<file path="src/rtl/mips_pipe_pkg.sv">
// rtl/mips_pipe_pkg.sv - shared MIPS pipeline types and constants
package mips_pipe_pkg;

    localparam logic [3:0] ALU_NOP = 4'b0000;
    localparam logic [3:0] ALU_ADD = 4'b0001;
    localparam logic [3:0] ALU_SUB = 4'b0010;
    localparam logic [3:0] ALU_AND = 4'b0011;
    localparam logic [3:0] ALU_OR  = 4'b0100;
    localparam logic [3:0] ALU_SLT = 4'b0101;

    localparam logic [4:0] REG_ZERO = 5'd0;

    typedef struct packed {
        logic       reg_write;
        logic       mem_read;
        logic       mem_write;
        logic       mem_to_reg;
        logic       alu_src;
        logic [3:0] alu_op;
    } ex_ctrl_t;

    localparam ex_ctrl_t EX_CTRL_BUBBLE = '0;

endpackage

</file>
<file path="src/rtl/sat_counter.sv">
// rtl/sat_counter.sv - saturating up-counter with async active-low reset
module sat_counter #(
    parameter int WIDTH = 16
) (
    input  logic             clk,
    input  logic             rst_n,
    input  logic             inc,
    output logic [WIDTH-1:0] count
);

    localparam logic [WIDTH-1:0] COUNT_MAX = '1;

    always_ff @(posedge clk or negedge rst_n) begin
        if (!rst_n) begin
            count <= '0;
        end else if (inc && (count != COUNT_MAX)) begin
            count <= count + 1'b1;
        end
    end

endmodule

</file>
<file path="src/rtl/id_ex_stage_reg.sv">
// rtl/id_ex_stage_reg.sv - ID/EX pipeline register with load-use bubble insertion
module id_ex_stage_reg
    import mips_pipe_pkg::*;
#(
    parameter int DW    = 32,
    parameter int AW    = 5,
    parameter int CNT_W = 16
) (
    input  logic             clk,
    input  logic             rst_n,
    input  logic             ID_stall_hazard,
    input  logic             flush,
    input  logic             valid_ID,
    input  logic [DW-1:0]    PC_ID,
    input  logic [AW-1:0]    Rs_ID,
    input  logic [AW-1:0]    Rt_ID,
    input  logic [AW-1:0]    Rd_ID,
    input  logic [DW-1:0]    regA_ID,
    input  logic [DW-1:0]    regB_ID,
    input  logic [DW-1:0]    imm_ID,
    input  logic             RegWrite_ID,
    input  logic             MemRead_ID,
    input  logic             MemWrite_ID,
    input  logic             RegDst_ID,
    input  logic             ALUSrc_ID,
    input  logic             MemtoReg_ID,
    input  logic [3:0]       ALUop_ID,
    output logic             valid_EXE,
    output logic [DW-1:0]    PC_EXE,
    output logic [DW-1:0]    regA_EXE,
    output logic [DW-1:0]    regB_EXE,
    output logic [DW-1:0]    imm_EXE,
    output logic [AW-1:0]    Rs_EXE,
    output logic [AW-1:0]    Rt_EXE,
    output logic [AW-1:0]    RegWr_EXE,
    output logic             RegWrite_EXE,
    output logic             MemRead_EXE,
    output logic             MemWrite_EXE,
    output logic             ALUSrc_EXE,
    output logic             MemtoReg_EXE,
    output logic [3:0]       ALUop_EXE,
    output logic             load_control,
    output logic [CNT_W-1:0] bubble_count
);

    logic          bubble;
    logic          live;
    logic          load_bubble;
    ex_ctrl_t      ctrl_next;
    ex_ctrl_t      ctrl_q;
    logic [AW-1:0] dest_next;
    logic          load_next;

    assign bubble      = flush | ID_stall_hazard;
    assign live        = ~bubble & valid_ID;
    // Flush wins over a coincident stall, and its bubble is not a load-use bubble.
    assign load_bubble = ID_stall_hazard & ~flush;

    always_comb begin
        ctrl_next = EX_CTRL_BUBBLE;
        dest_next = '0;
        load_next = 1'b0;
        if (live) begin
            ctrl_next.reg_write  = RegWrite_ID;
            ctrl_next.mem_read   = MemRead_ID;
            ctrl_next.mem_write  = MemWrite_ID;
            ctrl_next.mem_to_reg = MemtoReg_ID;
            ctrl_next.alu_src    = ALUSrc_ID;
            ctrl_next.alu_op     = ALUop_ID;
            if (RegWrite_ID) begin
                dest_next = RegDst_ID ? Rd_ID : Rt_ID;
            end
            // A load into $0 must never trigger a stall downstream.
            load_next = MemRead_ID & RegWrite_ID & (dest_next != AW'(REG_ZERO));
        end
    end

    always_ff @(posedge clk or negedge rst_n) begin
        if (!rst_n) begin
            valid_EXE    <= 1'b0;
            PC_EXE       <= '0;
            regA_EXE     <= '0;
            regB_EXE     <= '0;
            imm_EXE      <= '0;
            Rs_EXE       <= '0;
            Rt_EXE       <= '0;
            RegWr_EXE    <= '0;
            ctrl_q       <= EX_CTRL_BUBBLE;
            load_control <= 1'b0;
        end else begin
            valid_EXE    <= live;
            RegWr_EXE    <= dest_next;
            ctrl_q       <= ctrl_next;
            load_control <= load_next;
            if (bubble) begin
                PC_EXE   <= '0;
                regA_EXE <= '0;
                regB_EXE <= '0;
                imm_EXE  <= '0;
                Rs_EXE   <= '0;
                Rt_EXE   <= '0;
            end else begin
                PC_EXE   <= PC_ID;
                regA_EXE <= regA_ID;
                regB_EXE <= regB_ID;
                imm_EXE  <= imm_ID;
                Rs_EXE   <= Rs_ID;
                Rt_EXE   <= Rt_ID;
            end
        end
    end

    assign RegWrite_EXE = ctrl_q.reg_write;
    assign MemRead_EXE  = ctrl_q.mem_read;
    assign MemWrite_EXE = ctrl_q.mem_write;
    assign MemtoReg_EXE = ctrl_q.mem_to_reg;
    assign ALUSrc_EXE   = ctrl_q.alu_src;
    assign ALUop_EXE    = ctrl_q.alu_op;

    sat_counter #(
        .WIDTH(CNT_W)
    ) u_bubble_counter (
        .clk   (clk),
        .rst_n (rst_n),
        .inc   (load_bubble),
        .count (bubble_count)
    );

endmodule

</file>
<file path="config.mk">
export PLATFORM = sky130hd
export DESIGN_NAME = id_ex_stage_reg
export DESIGN_NICKNAME = d
export VERILOG_FILES = /design/src/rtl/mips_pipe_pkg.sv /design/src/rtl/sat_counter.sv /design/src/rtl/id_ex_stage_reg.sv
export SDC_FILE = /design/constraint.sdc
export NUM_CORES = 1
export LEC_CHECK = 0
export CAP_MARGIN = 40
export CORE_MARGIN = 8
export CORE_UTILIZATION = 41
export DETAILED_ROUTE_END_ITERATION = 16
export PLACE_DENSITY_LB_ADDON = 0.12
export REMOVE_ABC_BUFFERS = 1
export SLEW_MARGIN = 0
export SYNTH_ARGS = -nofsm -noshare
export SYNTH_HDL_FRONTEND = slang
export SYNTH_SLANG_ARGS = --single-unit
</file>
<file path="constraint.sdc">
create_clock -name clk -period 2.9 [get_ports clk]
set_input_delay 0.435 -clock clk [delete_from_list [all_inputs] [get_ports clk]]
set_output_delay 0.435 -clock clk [all_outputs]
set_load 0.05 [all_outputs]
</file>
# --- Yosys cells after proc, flatten, opt, wreduce, memory -nomap -nowiden ---
# Index checks and enable logic that the tools add are counted.
# W data, S select, Z words.
classes:
  n_addsub: 1
  multipliers: 0
  div: 0
  magnitude_cmp: 0
  eq_ne: 1
  n_shift: 0
  muxes: 12
  bitwise_logic: 7
  n_reduce_logical: 2
ops:
  columns: ["operator", "n"]
  rows:
  - ["$mux W32", 4]
  - ["$mux W5", 6]
  - ["$add A16 B1 Y16 const B", 1]
  - ["$ne A16 B16 Y1 const B", 1]
  - ["$mux W9", 1]
  - ["$reduce_bool A5 Y1", 1]
  - ["$and A1 B1 Y1", 4]
  - ["$not A1 Y1", 2]
  - ["$logic_and A1 B1 Y1", 1]
  - ["$mux W1", 1]
  - ["$or A1 B1 Y1", 1]
totals:
  ff_bits: 170
  latchBits: 0
  ramBits: 0
  rom_bits: 0
  in_bits: 158
  out_inout_bits: 170
  wordCells: 39
  mem_count: 0

# --- Longest topological paths before layout ---
# Gate-level depths: netlist (run 1).
logic_depth:
  depth_word: 7
  ltp_mapped: 6
  ltp_nobuf: 6

# --- Modules after synthesis ---
# From an unflattened synthesis (run 1), not the netlist that was laid out.
unflattened:
  hier_cells: 415
  area_unflattened_um2: 6005.8
by_module_without_submodules:
  columns: ["mod", "instances", "cells_per_inst", "area_per_inst_um2", "seq_area_each_um2"]
  rows:
  - ["id_ex_stage_reg", 1, 338, 5121.2, 3853.7]
  - ["sat_counter", 1, 77, 884.6, 400.4]

# --- Least setup slack after synthesis (run 1) ---
# No wires, ideal clock.
synth_timing:
  path_kind: "flip-flop to flip-flop"
  from: "register u_bubble_counter.count[0]"
  to: "register u_bubble_counter.count[14]"
  setup_ns: 0.142
  arrival_ns: 1.782
  required_time_ns: 2.758
  setup_slack_ns: 0.976
  stages_incl_launch_ff: 7
  path_buffers: 0
  synth_period_minus_slack_ns: 1.924
  cell_sequence: "dfrtp_1 > ha_1 > nand3_1 > nor3_2 > nor2b_2 > nand4_1 > xnor2_1"
synth_via:
  elab_chain_len: 2
  word_cells_on_any_way: 3
  classes_between: "1 x add/sub; 1 x eq/ne; 1 x reduce/logical"
synth_lines:
  columns: ["item", "line_no", "text"]
  rows:
  - ["from (decl)", "sat_counter.sv:8", "output logic [WIDTH-1:0] count"]
  - ["from (signal assigned)", "sat_counter.sv:17", "count <= count + 1'b1;"]
  - ["branches (longest 2 deep; another with $add A16 B1 Y16)", null, null]
# Several ways; the timed one is not identified.
# A chain may end at the register's enable or synchronous reset.

# --- Final worst setup path (run 1) ---
layout_timing:
  from: "register u_bubble_counter.count[2]"
  to: "output bubble_count[2]"
layout_rtl:
  columns: ["item", "line_no", "text"]
  rows:
  - ["to (decl)", "id_ex_stage_reg.sv:43", "output logic [CNT_W-1:0] bubble_count"]
# No word-level cell between the ends.

==> run_results.csv, run 1 <==
group,metric,value,unit
power_and_ir_drop,seqPwrFrac,42.9,%
sta,maxSlewViolCount,0,
worst_setup_path,cp_data_required_time,2.47,ns
floorplan,start_util,41.59,%
routing,vias,4241,
power_and_ir_drop,intPower,4.368,mW
sta,hold_viol_final,0,
routing,antenna_left,0,
floorplan,fp.dieW,134.2,um
cells_and_area,drive_gt1_share,5.945,%
floorplan,rows,43,
cells_and_area,final_cell_mix,"clkdlybuf4s50_1 (326), dfrtp_1 (170), and2_1 (139)",
routing,vias_per_cell,4.526,
cells_and_area,fillers,1014,
sta,grt_setup_unrepaired,"no",
floorplan,fp.dieH,134.2,um
placement,place_congestion,0.8182,
worst_setup_path,crit_type,"reg -> out",
power_and_ir_drop,p_leak,4.471,nW
cells_and_area,fin_cells,937,
placement,dpl_worst_slack,0.7859,ns
synth,synth_area_leader_cell,"dfrtp_1",
sta,layout_min_cycle_time,2.192,ns
placement,placed_cells,905,
power_and_ir_drop,power.density,609.9,mW/mm2
synth,ys_seq_elements,170,
hold_path,hold_class,"in -> async",
worst_setup_path,crit_arrival,1.76,ns
worst_setup_path,crit_chain,"clkdlybuf4s50_1",
cells_and_area,area_delta_synth_final,72.00,%
sta,holdWs,0.4799,ns
synth,syn_avg_cell_area,14.00,um2
routing,m1WireLength,5.848,mm
power_and_ir_drop,p_clk_share,37.9,%
routing,wl_per_cell,18.94,um
run,cap_violations,0,
cells_and_area,final_common_cell,"clkdlybuf4s50_1",
worst_setup_path,cp-start-kind,"register",
clock_tree,cts_made_buffers,17,
clock_tree,cts_num_sinks,170,
routing,wl_met2,9.533,mm
worst_setup_path,crit_cells,1,
routing,drc,0,
global_routing,grt_overflow_total,0,
clock_tree,clock_tree.buffer_depth,2,
power_and_ir_drop,switchingPower,1.640,mW
routing,wirelength,17.75,mm
worst_setup_path,worst-path-max-fanout,7,
synth,yosysSeqAreaShare,74.27,%
cells_and_area,antenna_cells,0,
routing,dr.pass1.iters,4,
worst_setup_path,r2r_cells,6,
floorplan,core,0.01377,mm2
sta,finalSetupViolCount,0,
placement,dp_hpwl,13.88,mm
sta,timing.final.ws_setup,0.7082,ns
global_routing,grt_pass1_vias,4691,
clock_tree,cts_tree,"done",
worst_setup_path,endpoint_kind,"output pin",
synth,ys_types,25,
power_and_ir_drop,pwr-share-comb,19.2,%
global_routing,grt_first_pass_wirelength,26.93,mm
cells_and_area,final_area,0.009852,mm2
sta,worstMarginPinSlew,0.5783,ns
placement,io_buffers,327,
synth,netlist_area,0.005728,mm2
floorplan,ioPinCount,328,
synth,ys_top_cells_by_area,"dfrtp_1 (74%), and2_1 (15%), and3_1 (1.4%)",
sta,max_slew_margin,61.32,%
global_routing,grt_max_degree,70,
cells_and_area,nNetsFinal,904,
global_routing,grt_use_total,20.10,%
synth,synthDominantCellAreaShare,74.27,%
worst_setup_path,critical_path.top_delay_family,"buffers and inverters",
clock_tree,cts_root_buf,"clkbuf_16",
clock_tree,clock_latency,0.42,ns
clock_tree,ctsHtreeMaxLevel,4,
sta,max_freq,456.2,MHz
global_routing,antenna_found_initial,1,
routing,wl_met3,1.914,mm
worst_setup_path,crit_buf_inv,1,
sta,min_period_over_period,75.58,%
floorplan,die_area,0.01801,mm2
routing,top_layer,"met5",
synth,syn_inst,409,
placement,place_area,0.009241,mm2
routing,drtIter0Drc,158,
worst_setup_path,critPathMaxStageDelay,0.86,ns
power_and_ir_drop,peakVddDrop,0.0004153,V
cells_and_area,seqCellArea,0.004254,mm2
synth,yosysWarnings,0,
clock_tree,path_clk_slew,0.06,ns
status,status,"finished, final reports clean",
sta,setup_tns,0,ns
power_and_ir_drop,swShare,27.30,%
worst_setup_path,cpMaxStageDelayCell,"clkdlybuf4s50_1",
sta,clock_skew,0.008452,ns
cells_and_area,multiInputGateArea,0.001410,mm2
[final cells by class]
class / instances / area share [%]
inverter: 2 / 0.07620
tap: 180 / 2.286
sequential: 170 / 43.18
multi-input combinational: 220 / 14.31
timing repair buffer: 334 / 34.05
clock inverter: 6 / 0.8636
clock buffer: 25 / 5.232
[path summary, 6_finish.rpt]
path	start	slack (ns)	endpoint
max reg2reg	u_bubble_counter.count[0]$_DFFE_PN0P_	1.19	u_bubble_counter.count[10]$_DFFE_PN0P_
min in group clk	u_bubble_counter.count[11]$_DFFE_PN0P_	0.50	u_bubble_counter.count[11]$_DFFE_PN0P_
min reg2reg	u_bubble_counter.count[11]$_DFFE_PN0P_	0.50	u_bubble_counter.count[11]$_DFFE_PN0P_
max	u_bubble_counter.count[2]$_DFFE_PN0P_	0.71	bubble_count[2]
min	rst_n	0.48	imm_EXE[27]$_DFF_PN0_
max in group asynchronous	rst_n	1.73	regA_EXE[16]$_DFF_PN0_
[power groups by stage]
stage | logic, mW | clock network [mW] | registers [mW]
floorplan | 0.155 | 0 | 3.04
global placement | 1.15 | 0 | 2.61
detailed placement | 1.16 | 0 | 2.62
CTS | 1.17 | 2.32 | 2.58
global route | 1.22 | 2.42 | 2.59
finish | 1.15 | 2.28 | 2.58
[metal layers]
metal | global-route usage (%) | vias up
met3 | 9.948 | 27
met5 | 0 | -
met4 | 8.609 | 2
met2 | 35.01 | 199
li1 | - | 1961
met1 | 19.80 | 2052
[per-stage QoR]
step | util (%) | power (mW)
final | 71.53 | 6.008
after global routing | 71.53 | 6.231
after global placement | 67.10 | 3.764
after floorplan | - | 3.197
after detailed placement | 67.10 | 3.784
after CTS | 71.53 | 6.068
[Yosys cell counts]
master	number
a31oi_1	2
ha_1	1
nand4_1	3
nand2_2	1
a41oi_1	1
nor3_2	2
inv_1	2
and3_1	13
a21oi_1	6
nand2b_4	1
mux2i_1	5
xnor2_1	8
dfrtp_1	170
nor2b_2	1
nand3_1	9
or4_1	1
nor3_1	2
clkbuf_1	17
and2_1	139
nor2_1	13
nor4_4	1
xor2_1	2
o21ai_0	1
nand2_1	6
mux2_2	2
[sequential cells by signal, summed over array words and instances, names as in the netlist, 4 cells and up]
register and cells:
PC_EXE 32, imm_EXE 32, regA_EXE 32, regB_EXE 32, u_bubble_counter.count 16, RegWr_EXE 5
Rs_EXE 5, Rt_EXE 5, ALUop_EXE 4
[repair_timing]
item,4_1_cts,5_1_grt
endpoints found under the hold margin,36,0
hold buffers,1,0
gates resized for setup,0,0
setup buffers,0,0
[cells by family (layout without fill, tap and decap cells)]
kind of cell | count (synthesis) | after routing | synth area share [%]
buf+inv | 19 | 367 | 1.245
xor+xnor | 10 | 10 | 1.529
simple gates | 192 | 192 | 20.49
mux | 7 | 7 | 1.267
compound gates | 10 | 10 | 0.9829
fa+ha+maj | 1 | 1 | 0.2184
flops | 170 | 170 | 74.27
Power figures use the tool's default switching activity.
==> run 2, diff against run 1 <==
--- a/config.mk
+++ b/config.mk
@@ -7,7 +7,7 @@
 export LEC_CHECK = 0
 export CAP_MARGIN = 40
 export CORE_MARGIN = 8
-export CORE_UTILIZATION = 41
+export CORE_UTILIZATION = 38
 export DETAILED_ROUTE_END_ITERATION = 16
 export PLACE_DENSITY_LB_ADDON = 0.12
 export REMOVE_ABC_BUFFERS = 1
==> constraint.sdc (replaced) <==
create_clock -name clk -period 2.1 [get_ports clk]
set_input_delay 0.315 -clock clk [delete_from_list [all_inputs] [get_ports clk]]
set_output_delay 0.315 -clock clk [all_outputs]
set_load 0.05 [all_outputs]
==> run 2 against run 1 <==
Clock-buffer cell count shrank 5. Sequential cell count stayed put. Design area is 0.70% higher. Setup slack got worse by 0.66 ns. Sequential power rose by 38%. Critical path depth did not move. First-iteration DRC count grew 28%. Worst hold slack worse by 0.068 ns. Die area is 6.9% higher. Wire length is 0.86% lower.
==> run_results.csv, run 2 (same netlist as run 1, synthesis figures left out) <==
group,metric,value,unit
status,status,"finished, final reports clean",
routing,wirelength,17.59,mm
clock_tree,cts_post_setup_buffers_inserted,0,
cells_and_area,final_cell_mix,"clkdlybuf4s50_1 (325), dfrtp_1 (170), and2_1 (139)",
routing,antenna_left,0,
routing,wl_per_cell,18.50,um
worst_setup_path,cp_data_required_time,1.78,ns
clock_tree,clock_latency,0.41,ns
power_and_ir_drop,intPower,5.939,mW
sta,worstMarginPinSlew,0.5790,ns
clock_tree,path_clk_slew,0.07,ns
floorplan,fp.dieW,138.8,um
power_and_ir_drop,peakVddDrop,0.0005849,V
worst_setup_path,crit_chain,"clkdlybuf4s50_1",
sta,clock_skew,0.005853,ns
sta,holdWs,0.4124,ns
clock_tree,clock_tree.buffer_depth,2,
sta,grt_setup_unrepaired,"no",
sta,layout_min_cycle_time,2.048,ns
routing,dr.pass1.iters,4,
clock_tree,ctsHtreeMaxLevel,4,
sta,hold_viol_final,0,
worst_setup_path,crit_buf_inv,1,
floorplan,fp.dieH,138.8,um
sta,min_period_over_period,97.54,%
cells_and_area,drive_gt1_share,6.815,%
run,cap_violations,0,
cells_and_area,antenna_cells,0,
cells_and_area,area_delta_synth_final,73.20,%
routing,vias_per_cell,4.430,
floorplan,ioPinCount,328,
clock_tree,cts_num_sinks,170,
clock_tree,cts_tree,"done",
power_and_ir_drop,switchingPower,2.331,mW
worst_setup_path,crit_type,"reg -> out",
power_and_ir_drop,p_clk_share,37.6,%
sta,max_freq,488.2,MHz
power_and_ir_drop,power.density,833.6,mW/mm2
placement,io_buffers,327,
sta,maxSlewViolCount,0,
global_routing,grt_first_pass_wirelength,26.72,mm
global_routing,antenna_found_initial,1,
global_routing,grt_pass1_vias,4619,
worst_setup_path,cpMaxStageDelayCell,"clkdlybuf4s50_1",
worst_setup_path,critPathMaxStageDelay,0.86,ns
power_and_ir_drop,pwr-share-comb,19.4,%
cells_and_area,nNetsFinal,909,
power_and_ir_drop,swShare,28.19,%
worst_setup_path,worst-path-max-fanout,5,
placement,dp_hpwl,13.97,mm
global_routing,grt_max_degree,67,
floorplan,die_area,0.01926,mm2
cells_and_area,final_common_cell,"clkdlybuf4s50_1",
floorplan,start_util,38.25,%
routing,drtIter0Drc,202,
worst_setup_path,critical_path.top_delay_family,"buffers and inverters",
worst_setup_path,endpoint_kind,"output pin",
power_and_ir_drop,power.total,8.270,mW
placement,place_congestion,0.8729,
sta,finalSetupViolCount,0,
power_and_ir_drop,p_leak,4.508,nW
hold_path,hold_class,"in -> async",
routing,vias,4213,
floorplan,core,0.01498,mm2
clock_tree,cts_made_buffers,17,
floorplan,rows,45,
worst_setup_path,cp-start-kind,"register",
worst_setup_path,crit_arrival,1.73,ns
global_routing,grt_use_total,18.38,%
power_and_ir_drop,seqPwrFrac,43.0,%
global_routing,grt_overflow_total,0,
clock_tree,cts_root_buf,"clkbuf_16",
routing,drc,0,
sta,max_slew_margin,61.28,%
==> run 2: changes by cell type in the layout (fill, tap and decap cells not counted), moves of 2 or more <==
cell | before | now
buf_12 | 2 | 4
buf_4 | 4 | 7
clkbuf_8 | 6 | 2
clkinv_4 | 0 | 2
inv_6 | 0 | 4
==> run 2: power by group through the flow <==
stage          logic (mW)  clock network, mW  registers, mW
2_1_floorplan       0.214                  0           4.20
3_3_place_gp         1.61                  0           3.61
3_5_place_dp         1.62                  0           3.62
4_1_cts              1.63               3.20           3.56
5_1_grt              1.70               3.33           3.58
6_report             1.60               3.11           3.56
==> run 2: layer usage <==
layer | vias up | track usage [%] | wire (um)
li1 | 1970 | - | -
met1 | 2042 | 17.69 | 6085
met2 | 175 | 33.48 | 9461
met3 | 24 | 8.227 | 1648
met4 | 2 | 7.626 | 384
met5 | - | 0 | 13
==> run 2: stage by stage <==
stage | instances | util (%) | area, um2 | setup WS, ns | TNS [ns]
after floorplan | 392 | - | 5664 | -1.723 | -226.93
after global placement | 918 | 62.19 | 9314 | 0.1961 | 0
after detailed placement | 918 | 62.19 | 9314 | 0.1417 | 0
after CTS | 951 | 66.22 | 9918 | 0.03114 | 0
after global routing | 951 | 66.24 | 9921 | 0.01404 | 0
final | 951 | 66.24 | 9921 | 0.05170 | 0
==> run 2: final timing paths <==
kind | cells past startpoint | endpoint | slack (ns) | startpoint
min in group clk | 2 | imm_EXE[25]$_DFF_PN0_ | 0.45 | imm_ID[25]
max in group asynchronous | 3 | regB_EXE[31]$_DFF_PN0_ | 1.03 | rst_n
hold / removal | 2 | PC_EXE[6]$_DFF_PN0_ | 0.41 | rst_n
hold reg to reg | 1 | u_bubble_counter.count[15]$_DFFE_PN0P_ | 0.51 | u_bubble_counter.count[15]$_DFFE_PN0P_
setup reg to reg | 6 | u_bubble_counter.count[14]$_DFFE_PN0P_ | 0.39 | u_bubble_counter.count[0]$_DFFE_PN0P_
setup / recovery | 1 | bubble_count[7] | 0.05 | u_bubble_counter.count[7]$_DFFE_PN0P_
==> run 2: repair_timing <==
item                       in CTS  in global routing
resized for setup               0                  1
hold endpoints to repair       47                  0
hold buffers                    1                  0
setup endpoints to repair       0                  1
==> run 2: final cells by class <==
cell class | instances | area (um2)
clock buffers | 20 | 456.7
flip-flops and latches | 170 | 4254
repair buffers | 339 | 3420
multi-input cells | 220 | 1410
clock inverters | 12 | 137.6
well taps | 188 | 235.2
inverters | 2 | 7.507
fillers | 1150 | 5056
==> run 3, diff against run 2 <==
--- a/config.mk
+++ b/config.mk
@@ -5,12 +5,15 @@
 export SDC_FILE = /design/constraint.sdc
 export NUM_CORES = 1
 export LEC_CHECK = 0
+export ABC_AREA = 1
 export CAP_MARGIN = 40
+export CORE_ASPECT_RATIO = 0.9
 export CORE_MARGIN = 8
-export CORE_UTILIZATION = 38
+export CORE_UTILIZATION = 39
 export DETAILED_ROUTE_END_ITERATION = 16
 export PLACE_DENSITY_LB_ADDON = 0.12
 export REMOVE_ABC_BUFFERS = 1
+export SETUP_SLACK_MARGIN = 0.1
 export SLEW_MARGIN = 0
 export SYNTH_ARGS = -nofsm -noshare
 export SYNTH_HDL_FRONTEND = slang
==> run 3 against run 2 <==
Critical path depth did not move. Area after synthesis rose by 7.9%. Clock-buffer cell count rose by 2. Wire length rose by 12%. Sequential share of layout area fell by 1.8 points. Maximum frequency rose by 5.9%. Largest power group unchanged.
==> run_results.csv, run 3 <==
group,metric,value,unit
synth,synthMuxAreaShare,0,%
cells_and_area,multiInputGateArea,0.001194,mm2
cells_and_area,nNetsFinal,1143,
status,status,"finished, final reports clean",
synth,syn_avg_cell_area,9.570,um2
cells_and_area,final_common_cell,"clkdlybuf4s50_1",
routing,dr.pass1.iters,5,
cells_and_area,final_cell_mix,"clkdlybuf4s50_1 (311), nor2_1 (173), dfrtp_1 (170), inv_1 (170), nand2_1 (69)",
global_routing,grt_first_pass_wirelength,30.12,mm
clock_tree,cts_tree,"done",
worst_setup_path,cp-start-kind,"register",
floorplan,fp.dieH,135.4,um
worst_setup_path,endpoint_kind,"output pin",
worst_setup_path,crit_arrival,1.62,ns
synth,synthDominantCellAreaShare,68.81,%
synth,synth_top_family_by_area,"simple AND/OR/NAND/NOR gates",
cells_and_area,drive_gt1_share,4.915,%
worst_setup_path,crit_type,"reg -> out",
synth,yosys_most_used_dff,"dfrtp_1",
sta,worstMarginPinSlew,0.5989,ns
sta,maxSlewViolCount,0,
clock_tree,path_clk_slew,0.06,ns
sta,finalSetupViolCount,0,
synth,ys_seq_elements,170,
clock_tree,clock_latency,0.42,ns
clock_tree,ctsHtreeMaxLevel,4,
global_routing,antenna_found_initial,0,
synth,synth_area_leader_cell,"dfrtp_1",
routing,wirelength,19.62,mm
synth,synth_most_common_cell,"nor2_1",
worst_setup_path,cpMaxStageDelayCell,"clkdlybuf4s50_1",
placement,dp_hpwl,15.33,mm
placement,io_buffers,327,
sta,setup_tns,0,ns
routing,antenna_left,0,
cells_and_area,fillers,1231,
sta,clock_skew,0.008159,ns
global_routing,grt_max_degree,54,
floorplan,rows,43,
synth,ys_top_cells_by_area,"dfrtp_1 (69%), nor2_1 (11%), inv_1 (10%)",
routing,vias,5054,
synth,async_flop_share,100.0,%
floorplan,start_util,40.04,%
run,cap_violations,0,
power_and_ir_drop,power.density,799.6,mW/mm2
floorplan,ioPinCount,328,
synth,synth_fa_ha_area_share,0.2024,%
synth,synthSimpleGateAreaFrac,17.36,%
routing,vias_per_cell,4.215,
clock_tree,cts_made_buffers,17,
floorplan,die_area,0.02014,mm2
worst_setup_path,crit_buf_inv,1,
placement,dpl_worst_slack,0.4222,ns
power_and_ir_drop,power.total,8.280,mW
global_routing,grt_pass1_vias,5380,
clock_tree,clock_tree.buffer_depth,2,
sta,hold_viol_final,0,
global_routing,grt_overflow_total,0,
cells_and_area,antenna_cells,0,
routing,drc,0,
cells_and_area,area_delta_synth_final,67.52,%
sta,max_freq,517.2,MHz
clock_tree,cts_root_buf,"clkbuf_16",
worst_setup_path,cp_data_required_time,1.78,ns
worst_setup_path,critPathMaxStageDelay,0.82,ns
sta,min_period_over_period,92.07,%
sta,grt_setup_unrepaired,"no",
floorplan,core,0.01544,mm2
synth,netlist_area,0.006182,mm2
worst_setup_path,critical_path.top_delay_family,"buffers and inverters",
sta,timing.final.ws_setup,0.1666,ns
synth,synth_xor_area_share,0.5667,%
worst_setup_path,crit_chain,"clkdlybuf4s50_1",
global_routing,grt_use_total,19.94,%
synth,yosysWarnings,0,
synth,ys_types,22,
routing,wl_per_cell,16.36,um
worst_setup_path,worst-path-max-fanout,3,
power_and_ir_drop,peakVddDrop,0.0005888,V
hold_path,hold_class,"in -> async",
sta,max_slew_margin,59.95,%
cells_and_area,seqCellArea,0.004254,mm2
power_and_ir_drop,p_leak,5.416,nW
routing,drtIter0Drc,157,
synth,synth_common_cells,"nor2_1 (173), inv_1 (171), dfrtp_1 (170)",
placement,place_congestion,0.8130,
synth,syn_inst,646,
synth,synth_compound_area_share,1.174,%
sta,holdWs,0.3903,ns
synth,synth_edf_count,0,
synth,yosysSeqAreaShare,68.81,%
sta,layout_min_cycle_time,1.933,ns
floorplan,fp.dieW,148.7,um
clock_tree,cts_num_sinks,170,
clock_tree,cts_post_setup_buffers_inserted,0,
run 3: per-layer routing:
metal | wire, um | vias up | track usage [%]
li1 | - | 2486 | -
met1 | 6426 | 2346 | 18.84
met2 | 9990 | 204 | 34.79
met3 | 2912 | 18 | 12.86
met4 | 288 | 0 | 6.055
met5 | 0 | - | 0
run 3: what timing repair did:
item	4_1_cts	5_1_grt
setup endpoints to repair	15	0
resized for setup	15	0
endpoints found under the hold margin	43	0
hold buffers	1	0
run 3: logic make-up (layout without fill, tap and decap cells):
group                    count (synthesis)  count (layout)
AND/OR/NAND/NOR                        267             267
buffers and inverters                  190             541
flip-flops                             170             170
AO/OA/AOI/OAI                           14              14
XOR/XNOR                                 4               4
adder cells (fa/ha/maj)                  1               1
run 3: path summary, 6_finish.rpt:
path / start / slack, ns / end / cells past startpoint
worst max-delay path: u_bubble_counter.count[15]$_DFFE_PN0P_ / 0.17 / bubble_count[15] / 1
worst min-delay path: rst_n / 0.39 / PC_EXE[16]$_DFF_PN0_ / 2
worst max register to register: u_bubble_counter.count[0]$_DFFE_PN0P_ / 0.54 / u_bubble_counter.count[3]$_DFFE_PN0P_ / 7
worst min register to register: u_bubble_counter.count[15]$_DFFE_PN0P_ / 0.51 / u_bubble_counter.count[15]$_DFFE_PN0P_ / 2
max in group asynchronous: rst_n / 1.04 / regA_EXE[4]$_DFF_PN0_ / 3
min in group clk: regB_ID[15] / 0.40 / regB_EXE[15]$_DFF_PN0_ / 3
run 3: stage by stage:
stage	area (um2)	utilization [%]	instances
floorplan	6097	-	629
global placement	9737	63.06	1166
detailed placement	9737	63.06	1166
CTS	10360	67.07	1199
global route	10360	67.07	1199
finish	10360	67.07	1199
run 3: area by class of cell:
class / instances / share of cell area (%)
multi-input combinational: 286 / 11.53
sequential: 170 / 41.08
inverter: 173 / 6.295
clock inverter: 10 / 1.583
clock buffer: 22 / 4.482
timing repair buffer: 336 / 32.60
tap: 202 / 2.440
run 3: worst register-to-register path, cell delays in order, from the launching register on:
cell and delay (ns):
dfrtp_1 0.42, ha_1 0.28, nand2_1 0.09, nor2_1 0.05
nand2_2 0.10, nor2_4 0.05, nor2_2 0.31, o21ai_0 0.14
run 3: where the power goes:
part | leakage (nW) | switching, mW | internal (mW)
Sequential | 2.29 | 0.0813 | 3.42
Clock | 0.305 | 1.26 | 2.06
Combinational | 2.82 | 0.891 | 0.574
